--- src/rtl/rob_alloc_ctrl.sv ---
// Reorder-buffer allocation controller: head/tail/count tracking, branch checkpoint slots,
// and single-edge mispredict recovery that squashes the mispredicted branch and all younger ones.
module rob_alloc_ctrl #(
    parameter int ROB_BITS   = 4,
    parameter int CKPT_SLOTS = 4,
    parameter int CKPT_BITS  = 2
) (
    input  logic                  clk,
    input  logic                  rst,
    input  logic                  dispatch_valid,
    input  logic                  dispatch_is_branch,
    output logic                  dispatch_ready,
    output logic [ROB_BITS-1:0]   dispatch_tag,
    output logic [CKPT_BITS-1:0]  dispatch_ckpt_id,
    input  logic                  retire_en,
    output logic [ROB_BITS-1:0]   retire_tag,
    input  logic                  resolve_en,
    input  logic [CKPT_BITS-1:0]  resolve_id,
    input  logic                  resolve_mispredict,
    output logic [ROB_BITS:0]     rob_count,
    output logic                  rob_full,
    output logic                  rob_empty,
    output logic [CKPT_SLOTS-1:0] ckpt_free
);

    localparam logic [ROB_BITS:0]   DEPTH   = (ROB_BITS+1)'(2 ** ROB_BITS);
    localparam logic [ROB_BITS:0]   CNT_ONE = (ROB_BITS+1)'(1);
    localparam logic [ROB_BITS-1:0] PTR_ONE = ROB_BITS'(1);

    logic [ROB_BITS-1:0]   head_q, head_d;
    logic [ROB_BITS-1:0]   tail_q, tail_d;
    logic [ROB_BITS:0]     count_q, count_d;
    logic [CKPT_SLOTS-1:0] ckpt_valid_q, ckpt_valid_d;
    logic [ROB_BITS-1:0]   ckpt_tag_q   [CKPT_SLOTS];
    logic [ROB_BITS-1:0]   ckpt_tag_d   [CKPT_SLOTS];
    logic [CKPT_SLOTS-1:0] ckpt_older_q [CKPT_SLOTS];
    logic [CKPT_SLOTS-1:0] ckpt_older_d [CKPT_SLOTS];

    logic [CKPT_BITS-1:0]  alloc_id;
    logic                  any_free;
    logic                  mispredict_req;
    logic                  dispatch_fire;
    logic                  branch_fire;
    logic                  retire_fire;
    logic                  resolve_hit;
    logic                  resolve_ok;
    logic                  resolve_bad;
    logic [CKPT_SLOTS-1:0] freed;
    logic [ROB_BITS-1:0]   span;

    assign rob_full         = (count_q == DEPTH);
    assign rob_empty        = (count_q == '0);
    assign rob_count        = count_q;
    assign ckpt_free        = ~ckpt_valid_q;
    assign any_free         = |ckpt_free;
    assign dispatch_tag     = tail_q;
    assign retire_tag       = head_q;
    assign dispatch_ckpt_id = alloc_id;

    // Lowest-indexed free slot, scanned from the top so the lowest index wins.
    always_comb begin
        alloc_id = '0;
        for (int i = CKPT_SLOTS - 1; i >= 0; i--) begin
            if (!ckpt_valid_q[i]) alloc_id = CKPT_BITS'(i);
        end
    end

    assign mispredict_req = resolve_en && resolve_mispredict;
    assign dispatch_ready = !rob_full && !mispredict_req && (!dispatch_is_branch || any_free);
    assign dispatch_fire  = dispatch_valid && dispatch_ready;
    assign branch_fire    = dispatch_fire && dispatch_is_branch;
    assign retire_fire    = retire_en && !rob_empty;
    assign resolve_hit    = resolve_en && ckpt_valid_q[resolve_id];
    assign resolve_ok     = resolve_hit && !resolve_mispredict;
    assign resolve_bad    = resolve_hit && resolve_mispredict;
    assign span           = ckpt_tag_q[resolve_id] - head_q;

    // A mispredict frees the slot itself plus every slot that recorded it as older.
    always_comb begin
        freed = '0;
        if (resolve_ok) begin
            freed[resolve_id] = 1'b1;
        end else if (resolve_bad) begin
            for (int k = 0; k < CKPT_SLOTS; k++) freed[k] = ckpt_older_q[k][resolve_id];
            freed[resolve_id] = 1'b1;
        end
    end

    always_comb begin
        head_d       = head_q;
        tail_d       = tail_q;
        count_d      = count_q;
        ckpt_valid_d = ckpt_valid_q & ~freed;
        ckpt_tag_d   = ckpt_tag_q;
        for (int k = 0; k < CKPT_SLOTS; k++) ckpt_older_d[k] = ckpt_older_q[k] & ~freed;

        if (retire_fire) head_d = head_q + PTR_ONE;

        if (resolve_bad) begin
            tail_d  = ckpt_tag_q[resolve_id] + PTR_ONE;
            count_d = {1'b0, span} + CNT_ONE - (retire_fire ? CNT_ONE : '0);
        end else begin
            if (dispatch_fire) tail_d = tail_q + PTR_ONE;
            count_d = count_q + (dispatch_fire ? CNT_ONE : '0) - (retire_fire ? CNT_ONE : '0);
        end

        // Branch capture uses the pre-edge valid vector, minus anything resolving this cycle.
        if (branch_fire) begin
            ckpt_valid_d[alloc_id] = 1'b1;
            ckpt_tag_d[alloc_id]   = tail_q;
            ckpt_older_d[alloc_id] = ckpt_valid_q & ~freed;
        end
    end

    always_ff @(posedge clk) begin
        if (rst) begin
            head_q       <= '0;
            tail_q       <= '0;
            count_q      <= '0;
            ckpt_valid_q <= '0;
            for (int k = 0; k < CKPT_SLOTS; k++) begin
                ckpt_tag_q[k]   <= '0;
                ckpt_older_q[k] <= '0;
            end
        end else begin
            head_q       <= head_d;
            tail_q       <= tail_d;
            count_q      <= count_d;
            ckpt_valid_q <= ckpt_valid_d;
            for (int k = 0; k < CKPT_SLOTS; k++) begin
                ckpt_tag_q[k]   <= ckpt_tag_d[k];
                ckpt_older_q[k] <= ckpt_older_d[k];
            end
        end
    end

endmodule

--- config.mk ---
export PLATFORM = sky130hd
export DESIGN_NAME = rob_alloc_ctrl
export DESIGN_NICKNAME = d
export VERILOG_FILES = /design/src/rtl/rob_alloc_ctrl.sv
export SDC_FILE = /design/constraint.sdc
export NUM_CORES = 1
export LEC_CHECK = 0
export ABC_AREA = 0
export CAP_MARGIN = 20
export CORE_ASPECT_RATIO = 0.9
export CORE_MARGIN = 8
export CORE_UTILIZATION = 47
export CTS_BUF_LIST = sky130_fd_sc_hd__clkbuf_4 sky130_fd_sc_hd__clkbuf_8
export DETAILED_ROUTE_END_ITERATION = 10
export PLACE_DENSITY = 0.67
export SYNTH_ARGS = -nofsm -noshare
export SYNTH_HDL_FRONTEND = slang
export SYNTH_SLANG_ARGS = --single-unit
--- constraint.sdc ---
create_clock -name clk -period 4.35 [get_ports clk]
set_input_delay 0.87 -clock clk [delete_from_list [all_inputs] [get_ports clk]]
set_output_delay 0.87 -clock clk [all_outputs]
set_load 0.1 [all_outputs]
==> metrics.txt, run 1 <==
run status finished, final reports clean; Ports 31; CP Data Required Time 4550 ps; synth cell count leaders dfxtp_1 (45), nor2_1 (41), mux2i_1 (25); element type at the critical path end flip-flop; Final Cycle Share 0.783; met2 WL 2.31 mm; Hold Path Class reg -> reg; synth warn 0; drt drc 0; Distinct cells, synth 44; leakage 1.23 nW; setup_tns 0 ps; CTS Buf Count 5; final setup fails 0; maxcap violations 0; First DRT Iteration DRCs 83; H-tree depth 2; CTS tree built; Worst Path Max Fanout 5; CP Launch Type input port; Worst-Skew Late Latency 310 ps; CTS sink cnt 45; Area Growth Syn to Fin 17.6%; Period minus WS final 3400 ps; pin count of the biggest net entering global routing 27; syn_area_per_cell 9.29 µm²; Critical path origin resolve_id[0]; most frequent cell after synthesis dfxtp_1; max-slew violation count 0; Primary FF master, synth dfxtp_1; Met3 Wirelength 215 µm; hold violation count in the final report 0; WS Path Type in -> reg; fillcell total 495; vias in the first global route 1768; VDD IR max 0.441 mV; Clock transition at path regs 80 ps; PostCTS Resize Cnt 0; post-synth top area share 0.361; Post-layout nets 323; R2R Path Start rob_count[2]; hold path startpoint ckpt_older_q[1][0]; FF+latch count, synth 45; Final ANT Viol Nets 0; Placed Cells 357; initial antenna violation count 0; clock tree buffer depth 2; Site Rows 25; Final Core Density 0.566; Gate Count Post-Synth 269; Post-synth EDFFs 0; routability cong. 0.766; Die Y 85.2 µm; initial core utilization 0.481; drt pass-1 iters 4; register area share after synthesis 0.361; Top Layer Used met4; GRT overflow 0; worst slew pin tran 1000 ps; RSZ-0062 raised after global routing no; Fmax achieved 0.294 GHz; Routed WL per cell 14.8 µm; diode count 0; Yosys top cell by area dfxtp_1; DIE AREA 7910 µm²; layout cells sized above 1 0.0976; die width 92.9 µm; Post-Route WL 5.38 mm; IO buf count 30; Met1 Routed Length 2.81 mm; CTS Hold Bufs 0; Critical Path AT 3610 ps; PD cells 527 nW/µm²; post-synthesis cell area 2500 µm²; Non-Filler Instances 364; slew margin rel. 0.329; floorplan core area 5190 µm²; Post-synth ARST share 0; postcts setup bufs 0; clk root buf clkbuf_8; Max Clock Skew 8.98 ps; Via Count 1868; Area contributors post-synth dfxtp_1 (36%), mux2i_1 (10%), ha_1 (7.5%); GRT Util Overall 0.140; post-DP HPWL 3.89 mm; Via density 5.13; wire length of the first global-routing pass 8.89 mm; Mapped Nets 295
## worst paths after layout
kind	to	slack (ps)	depth (start not counted)
worst max-delay path	rob_count[3]	950	12
worst min-delay path	ckpt_older_q[1][0]	470	2
worst max register to register	rob_count[4]	1490	15
worst min register to register	ckpt_older_q[1][0]	470	2
## cell type report
class	instances	area [µm²]	area share
Clock buffer	6	76.3	0.0260
Multi-Input combinational cell	189	1460	0.496
Clock inverter	1	8.76	0.00298
Sequential cell	45	901	0.307
Timing Repair Buffer	34	328	0.112
Inverter	22	82.6	0.0281
Tap cell	67	83.8	0.0285
## routing by layer
metal  global-route usage  vias up
li1                     -      959
met1                0.192      873
met2                0.205       30
met3               0.0423        6
met4               0.0395        0
met5                    0        -
## critical path, cell delays in order
cell and delay, ps:
clkdlybuf4s50_1 630, mux4_2 560, inv_1 90, ha_1 180
fa_1 410, inv_1 60, ha_1 160, inv_1 50
ha_1 180, xor2_1 140, nor2_1 50, a211oi_1 220
## through the flow
| step | hold slack, ps | setup slack, ps | instance area (µm²) | total power [mW] |
|---|---|---|---|---|
| 3_5_place_dp | 451 | 599 | 2850 | 1.30 |
| 2_1_floorplan | 432 | 427 | 2510 | 1.13 |
| 6_report | 468 | 945 | 2940 | 1.55 |
| 3_3_place_gp | 444 | 670 | 2850 | 1.29 |
| 4_1_cts | 469 | 898 | 2940 | 1.56 |
| 5_1_grt | 495 | 693 | 2940 | 1.65 |
## registers in the layout, indices dropped and copies added, names as in the netlist
| signal | cells |
|---|---|
| dispatch_tag | 4 |
| retire_tag | 4 |
| ckpt_tag_q | 16 |
| ckpt_valid_q | 4 |
| rob_count | 5 |
| ckpt_older_q | 12 |
## placed cells by master (no fill, tap or decap), types with 2 or more instances in the layout
cell,Yosys,final
inv_1,22,22
o21ai_2,2,2
nor2b_1,5,5
and3_1,4,4
mux4_2,5,5
mux2i_1,25,25
fa_1,2,2
a211oi_1,6,6
nor2_1,41,41
ha_1,15,15
buf_4,1,5
nand2_1,13,13
nand3_1,5,5
o21a_1,4,4
clkbuf_8,0,5
a21o_1,5,5
nand3_2,2,2
and2_1,2,2
nor3_4,2,2
dfxtp_1,45,45
o21ai_0,4,4
xnor2_1,8,8
a21boi_0,2,2
clkdlybuf4s50_1,0,29
xor2_1,7,7
a21oi_1,13,13
## power by group
group,switching (mW),leakage (nW),internal [mW]
logic,0.523,0.818,0.268
registers,0.0498,0.365,0.445
clock network,0.145,0.0447,0.118
total,0.718,1.23,0.831
## logic make-up (layout without fill, tap and decap cells)
logic type                 count (synthesis)  count (layout)  share of synthesized area
buffers and inverters                     35              63                     0.0621
and+or+nand+nor                           87              87                      0.179
adders and majority gates                 17              17                     0.0911
DFF                                       45              45                      0.361
AOI/OAI and AO/OA                         39              39                      0.103
xor gates and xnor gates                  16              16                     0.0591
muxes                                     30              30                      0.145
No activity file was read; power rests on OpenSTA's default activity.
==> inputs of run 2 (changes only) <==
--- a/config.mk
+++ b/config.mk
@@ -12,7 +12,7 @@
 export CORE_UTILIZATION = 47
 export CTS_BUF_LIST = sky130_fd_sc_hd__clkbuf_4 sky130_fd_sc_hd__clkbuf_8
 export DETAILED_ROUTE_END_ITERATION = 10
-export PLACE_DENSITY = 0.67
+export PLACE_DENSITY = 0.7
 export SYNTH_ARGS = -nofsm -noshare
 export SYNTH_HDL_FRONTEND = slang
 export SYNTH_SLANG_ARGS = --single-unit
==> constraint.sdc (replaced) <==
create_clock -name clk -period 3 [get_ports clk]
set_input_delay 0.6 -clock clk [delete_from_list [all_inputs] [get_ports clk]]
set_output_delay 0.6 -clock clk [all_outputs]
set_load 0.1 [all_outputs]
==> metrics.txt, run 2 (synthesis gave the netlist of run 1 again) <==
initial antenna violation count 0 (unchanged); drt drc 0 (unchanged); hold violation count in the final report 0 (unchanged); worst slew pin tran 565 ps (was 1000 ps); WP buf/inv 4 (unchanged); slew margin rel. 0.622 (was 0.329); PD cells 756 nW/µm² (was 527 nW/µm²); most frequent cells in the layout buf_4 (44), nor2_1 (41), dfxtp_1 (40) (was dfxtp_1 (45), nor2_1 (41), clkdlybuf4s50_1 (29)); maxcap violations 0 (unchanged); pin count of the biggest net entering global routing 15 (was 27); First DRT Iteration DRCs 58 (was 83); Die Y 85.2 µm (unchanged); run status finished, final reports clean (unchanged); CTS sink cnt 45 (unchanged); GRT Util Overall 0.148 (was 0.140); post-DP HPWL 4.28 mm (was 3.89 mm); FF-to-FF End rob_count[4] (unchanged); hold path startpoint ckpt_older_q[3][2] (was ckpt_older_q[1][0]); R2R Path Start ckpt_valid_q[1] (was rob_count[2]); IO buf count 30 (unchanged); GRT overflow 0 (unchanged); Largest Register ckpt_tag_q (unchanged); H-tree depth 2 (unchanged); area of all placed cells without fillers 3100 µm² (was 2940 µm²); Via Count 1939 (was 1868); DIE AREA 7910 µm² (unchanged); CP top delay family adder cells (unchanged); element type at the critical path end flip-flop (unchanged); Via density 5.06 (was 5.13); r2r setup slk 420 ps (was 1490 ps); commonest non-fill, non-tap cell in the layout buf_4 (was dfxtp_1); CP Cell Sequence clkdlybuf4s15_1, mux4_2, inv_1, ha_1, fa_1, inv_1, ha_1, inv_1, ha_1, xor2_1, nor2_1, a211oi_1 (was clkdlybuf4s50_1, mux4_2, inv_1, ha_1, fa_1, inv_1, ha_1, inv_1, ha_1, xor2_1, nor2_1, a211oi_1); Site Rows 25 (unchanged); diode count 0 (unchanged); Worst Path Max Fanout 4 (was 5); Fmax achieved 0.357 GHz; Hold Path Class reg -> reg (unchanged); layout cells sized above 1 0.263 (was 0.0976); CP Launch Type input port (unchanged); clock tree buffer depth 2 (unchanged); final setup fails 0 (unchanged); Final ANT Viol Nets 0 (unchanged); CTS tree built (unchanged); critical path's slowest cell mux4_2 (was clkdlybuf4s50_1); Worst-Skew Late Latency 310 ps (about the same); CP max stage delay 540 ps (was 630 ps); CP Depth 12 (unchanged); Critical Path AT 3010 ps (was 3610 ps); RSZ-0062 raised after global routing no (unchanged); routability cong. 0.798 (was 0.766); Final Cycle Share 0.934; die width 92.9 µm (unchanged); Min Hold Slack 467 ps (was 468 ps); worst r2r path cells 13 (was 15); wire length of the first global-routing pass 9.45 mm (was 8.89 mm); CTS Buf Count 5 (unchanged); floorplan core area 5190 µm² (unchanged); Max Clock Skew 10.4 ps (was 8.98 ps); drt pass-1 iters 4 (unchanged); Largest register FFs 16 (unchanged); Period minus WS final 2800 ps; Routed WL per cell 14.6 µm (was 14.8 µm); setup_tns 0 ps (unchanged); CP Data Required Time 3210 ps (was 4550 ps); area of placed instances 3020 µm² (was 2850 µm²); vias in the first global route 1896 (was 1768); Clock transition at path regs 80 ps (about the same); WS Path Type in -> reg (unchanged); Post-Route WL 5.58 mm (was 5.38 mm); leakage 1.36 nW (was 1.23 nW); VDD IR max 0.641 mV (was 0.441 mV); Ports 31 (unchanged); Area Growth Syn to Fin 24.0% (was 17.6%); clk root buf clkbuf_8 (unchanged); initial core utilization 0.481 (unchanged); Power, Total 2.34 mW (was 1.55 mW); depth of the worst hold-timing path 2 (unchanged); max-slew violation count 0 (unchanged); Hold Crit Endpoint ckpt_older_q[3][2] (was ckpt_older_q[1][0]); Post-layout nets 342 (was 323)
run 2: metrics by stage:
| step | util | setup slack [ps] | cells |
|---|---|---|---|
| 2_1_floorplan | - | -427 | 269 |
| 3_3_place_gp | 0.581 | -308 | 376 |
| 3_5_place_dp | 0.581 | -431 | 376 |
| 4_1_cts | 0.596 | 95.7 | 383 |
| 5_1_grt | 0.597 | 5.88 | 383 |
| 6_report | 0.597 | 198 | 383 |
run 2: worst max-delay path by stage:
stage,from,to,slack (ps)
floorplan,rob_count[3],rob_count[4],-430
global placement,resolve_id[0],rob_count[3],-310
detailed placement,resolve_id[0],rob_count[3],-430
CTS,resolve_id[1],rob_count[3],100
global route,resolve_id[0],rob_count[3],6
finish,resolve_id[0],rob_count[3],200
run 2: final cells by class:
cell class / count / area, µm²
sequential: 45 / 912
inverter: 22 / 87.6
clock buffer: 6 / 76.3
timing repair buffer: 53 / 433
clock inverter: 1 / 5.00
tap: 67 / 83.8
fill: 486 / 2090
multi-input combinational: 189 / 1500
run 2: worst reg2reg max path: cells and delay by family, from the launching register on:
kind / cells / cell delay [ps]
compound gates: 3 / 410
xor+xnor: 1 / 90
fa+ha+maj: 3 / 690
buf+inv: 3 / 150
flops: 1 / 450
simple gates: 3 / 690
run 2: what timing repair did:
item | 4_1_cts | 5_1_grt
hold buffers | 0 | 0
setup endpoints to repair | 2 | 1
setup buffers | 0 | 0
pin swaps | 0 | 0
resized for setup | 1 | 2
run 2: per-layer routing:
layer | track usage | wire length, µm | vias up
li1 | - | - | 1000
met1 | 0.199 | 2780 | 893
met2 | 0.219 | 2460 | 36
met3 | 0.0441 | 263 | 10
met4 | 0.0439 | 85 | 0
met5 | 0 | 0 | -
run 2: power breakdown:
| group | internal, mW | switching (mW) | total (mW) | leakage [nW] |
|---|---|---|---|---|
| clock network | 0.168 | 0.204 | 0.372 | 0.0445 |
| registers | 0.655 | 0.0822 | 0.738 | 0.367 |
| logic | 0.440 | 0.795 | 1.23 | 0.952 |
| total | 1.26 | 1.08 | 2.34 | 1.36 |
==> variant 1: new RTL, config.mk and constraints of run 2 <==
The parameter `CKPT_SLOTS` goes from 4 to 8.
--- a/src/rtl/rob_alloc_ctrl.sv
+++ b/src/rtl/rob_alloc_ctrl.sv
@@ -2,7 +2,7 @@
 // and single-edge mispredict recovery that squashes the mispredicted branch and all younger ones.
 module rob_alloc_ctrl #(
     parameter int ROB_BITS   = 4,
-    parameter int CKPT_SLOTS = 4,
+    parameter int CKPT_SLOTS = 8,
     parameter int CKPT_BITS  = 2
 ) (
     input  logic                  clk,
Ports: changed (resized ckpt_free); port bits go from 31 to 35. No check against the original RTL was run, so the function may have changed too.
==> variant 1 against run 2 <==
Cell area rose by 39%. Clock skew rose by 0.0014 ns. Power rose by 44%. Worst setup slack got worse by 0.084 ns. Final cell count rose by 34%. Sequential cell count rose by 20. Wire length rose by 44%. Area after synthesis rose by 33%. Utilization rose by 2.3 points. Sequential power rose by 34%. Critical path depth did not move. Hold slack got worse by 0.0046 ns. Critical endpoint is now rob_count[4].
==> variant 1: results (changes against run 2) <==
metric	value	unit	change
status	finished, final reports clean		
cp_data_arrival_time	3.15	ns	+0.14 ns
clock-root-buffer	clkbuf_8		
drtIter0Drc	171		+190%
layout.nets	445		+30%
ys.flop_type	dfxtp_1		
grt.total_usage	16.6	%	+1.9 points
grt_max_degree	29		+14
critPathTopFamily	adder cells		
dp.cells	497		+32%
ys.warnings.count	0		unchanged
combinationalPowerShare	47.1	%	-5.6 points
first_pass_iters	4		unchanged
clk_pin_slew_worst_paths	0.08	ns	about the same
synth_edf_count	0		unchanged
worst-r2r-cell-count	15		+2
clk_latency	0.36	ns	+0.05 ns
htreeDepth	3		+1
avgSynthCellArea	9.44	um^2	+1.6%
hold_depth	1		-1
dp_slack	-0.768	ns	-0.337 ns
power.switching	1.44	mW	+33%
clockBufferDepth	2		unchanged
fill_cells	591		+22%
grt_pass1_wl	13300	um	+41%
hold_viol	0		unchanged
hpwl	5890	um	+38%
clkPwrFrac	23.5	%	+7.6 points
num_vias	2725		+41%
leakage	1.71	nW	+25%
gp_congestion	0.815		+2.0%
largest_register_ffs	28		+12
synth_cell_types	45		+2.3%
synth_seq_area_share	39.3	%	+3.2 points
synthTopCellsByArea	dfxtp_1, ha_1, mux4_2, o21ai_0, inv_1		
hp-class	reg -> reg		
slowest_stage	fa_1		
syn_nets	379		+28%
comb_power	1.59	mW	+29%
vdd_drop_max	329	uV	-49%
cts_made_buffers	9		+4
top_regs	ckpt_older_q x28, ckpt_tag_q x16, ckpt_valid_q x8		
drive_gt1_share	32.0	%	+5.7 points
cpPeakStageDelay	0.41	ns	-0.13 ns
cp_max_fo	5		+1
skew	0.0118	ns	+0.00140 ns
port_buffers	34		+13%
async_flop_share	0	%	unchanged
max-slew-margin-rel	69.7	%	+7.5 points
synth_common_cells	dfxtp_1, inv_1, o21ai_0		
fin_cells	515		+34%
wl	8050	um	+44%
-- variant 1: final cells by class --
type                            instances  area, um^2  share of cell area (%)
Tap cell                               93         116                    2.71
Multi-Input combinational cell        238        1940                    45.3
Sequential cell                        65        1310                    30.6
Clock inverter                          7        85.1                    1.98
Timing Repair Buffer                   74         599                    14.0
Inverter                               29         111                    2.59
Clock buffer                            9         124                    2.89
-- variant 1: path summary, 6_finish.rpt --
kind,endpoint,from,slack (ns)
setup / recovery,rob_count[4],resolve_id[1],0.11
hold / removal,ckpt_older_q[1][8],ckpt_older_q[1][8],0.46
setup reg to reg,rob_count[4],rob_count[3],0.12
hold reg to reg,ckpt_older_q[1][8],ckpt_older_q[1][8],0.46
-- variant 1: through the flow --
step                      hold slack (ns)  instance area [um^2]
after floorplan                     0.424                  3400
after global placement              0.438                  3980
after detailed placement            0.440                  3980
after CTS                           0.467                  4210
after global routing                0.481                  4290
final                               0.462                  4290
-- variant 1: cell families (layout without fill, tap and decap cells) --
kind of cell / Yosys count / count (layout) / synth area share [%]
compound gates: 85 / 85 / 16.5
xor+xnor: 16 / 16 / 4.46
fa+ha+maj: 19 / 19 / 7.63
buf+inv: 48 / 119 / 6.65
flops: 65 / 65 / 39.3
mux: 12 / 12 / 7.03
simple gates: 106 / 106 / 18.4
-- variant 1: repair_timing --
item / in CTS / in global routing
hold buffers: 0 / 0
pin swaps: 1 / 10
setup endpoints to repair: 3 / 2
endpoints found under the hold margin: 0 / 0
gates resized for setup: 9 / 16
setup buffers: 0 / 2
-- variant 1: layer usage --
metal	up-vias	share of wire, %	track usage (%)	wire length [um]
met2	63	50	28.7	4030
met4	0	1.1	4.81	86
met5	-	0	0	0
met1	1316	44	19.8	3510
li1	1336	-	-	-
met3	10	5.3	4.86	427
==> variant 2: new RTL, flow settings as in run 2 <==
Without the edit above. Reset style: asynchronous (`rst`), changed in one clocked block.
--- a/src/rtl/rob_alloc_ctrl.sv
+++ b/src/rtl/rob_alloc_ctrl.sv
@@ -112,7 +112,7 @@
         end
     end
 
-    always_ff @(posedge clk) begin
+    always_ff @(posedge clk or posedge rst) begin
         if (rst) begin
             head_q       <= '0;
             tail_q       <= '0;
Check against the original RTL: differs if rst is asserted again (counterexample within 4 cycles, from zero or initial values and one cycle with rst high); with rst held inactive, the same outputs for 4 cycles.
==> variant 2 against run 2 <==
Wire length grew 8.7%. Clock skew is essentially flat. Synthesized cell count shrank 11%. Worst setup slack lost 0.048 ns. Area after synthesis grew 5.0%. Sequential cell count is the same. Cell area grew 7.3%.
Power is left out: the tool's default activity adds up to more than one toggle a clock period on the data nets, which glitch-free logic cannot reach.
==> variant 2: results (changes against run 2) <==
metric	value	unit	change
status	finished, final reports clean		
max-slew-margin-rel	62.2	%	about the same
synth_seq_area_share	42.9	%	+6.9 points
slowest_stage	clkdlybuf4s50_1		
cp_data_arrival_time	3.04	ns	+0.03 ns
use_met2	25.9	%	+4.0 points
num_vias	2003		+3.3%
cpPeakStageDelay	0.60	ns	+0.06 ns
layout.nets	325		-5.0%
crit_path_end	rob_count[3]		
synth_cell_types	51		+16%
hpwl	4740	um	+11%
critPathLaunch	resolve_id[1]		
critPathTopFamily	buffers and inverters		
synthTopCellsByArea	dfrtp_1, mux2_2, ha_1, inv_1, mux4_1		
hp-class	in -> async		
skew	0.00996	ns	-0.000401 ns
grt_pass1_wl	10000	um	+6.3%
worst_hold_slack	0.466	ns	-0.000774 ns
wl_per_cell	16.4	um	+13%
met1_usage	20.4	%	+0.44 points
met3_length	233	um	-11%
cts_resized	2		+1
worst-r2r-cell-count	14		+1
grt_max_degree	28		+13
synth_common_cells	dfrtp_1, inv_1, mux2_2		
postSynthCellCount	240		-11%
wl_met2	2980	um	+21%
wl	6070	um	+8.7%
wl_met1	2830	um	+2.1%
syn_nets	266		-9.8%
gp_congestion	0.824		+3.2%
async_flop_share	100	%	+100 points
grt_util_met3	3.19	%	-1.2 points
-- variant 2: cell count changes in the layout (fill, tap and decap cells not counted), sizes merged, moves of 5 or more --
cell and change:
dfxtp -45, dfrtp +45, nor2 -34, mux2i -22, buf +8, xor2 -5
mux2 +18
-- variant 2: per-stage QoR --
step	instance area, um^2	TNS (ns)	setup WS, ns
after CTS	3330	0	0.142
after floorplan	2710	-1.91	-0.737
after detailed placement	3240	-1.09	-0.376
final	3330	0	0.150
after global placement	3240	-0.808	-0.305
after global routing	3330	0	0.0418
-- variant 2: final cells by class --
cell class	count	area [um^2]
clock buffer	6	82.6
clock inverter	2	13.8
fill	488	2200
inverter	24	97.6
multi-input combinational	162	1420
sequential	45	1140
tap	70	87.6
timing repair buffer	61	489
-- variant 2: cell families (layout without fill, tap and decap cells) --
kind of cell	Yosys count	after routing	share of synthesized area, %
compound gates	51	51	13.0
buf+inv	33	93	5.53
xor+xnor	9	9	3.58
simple gates	59	59	12.7
mux	26	26	13.6
flops	45	45	42.9
fa+ha+maj	17	17	8.68
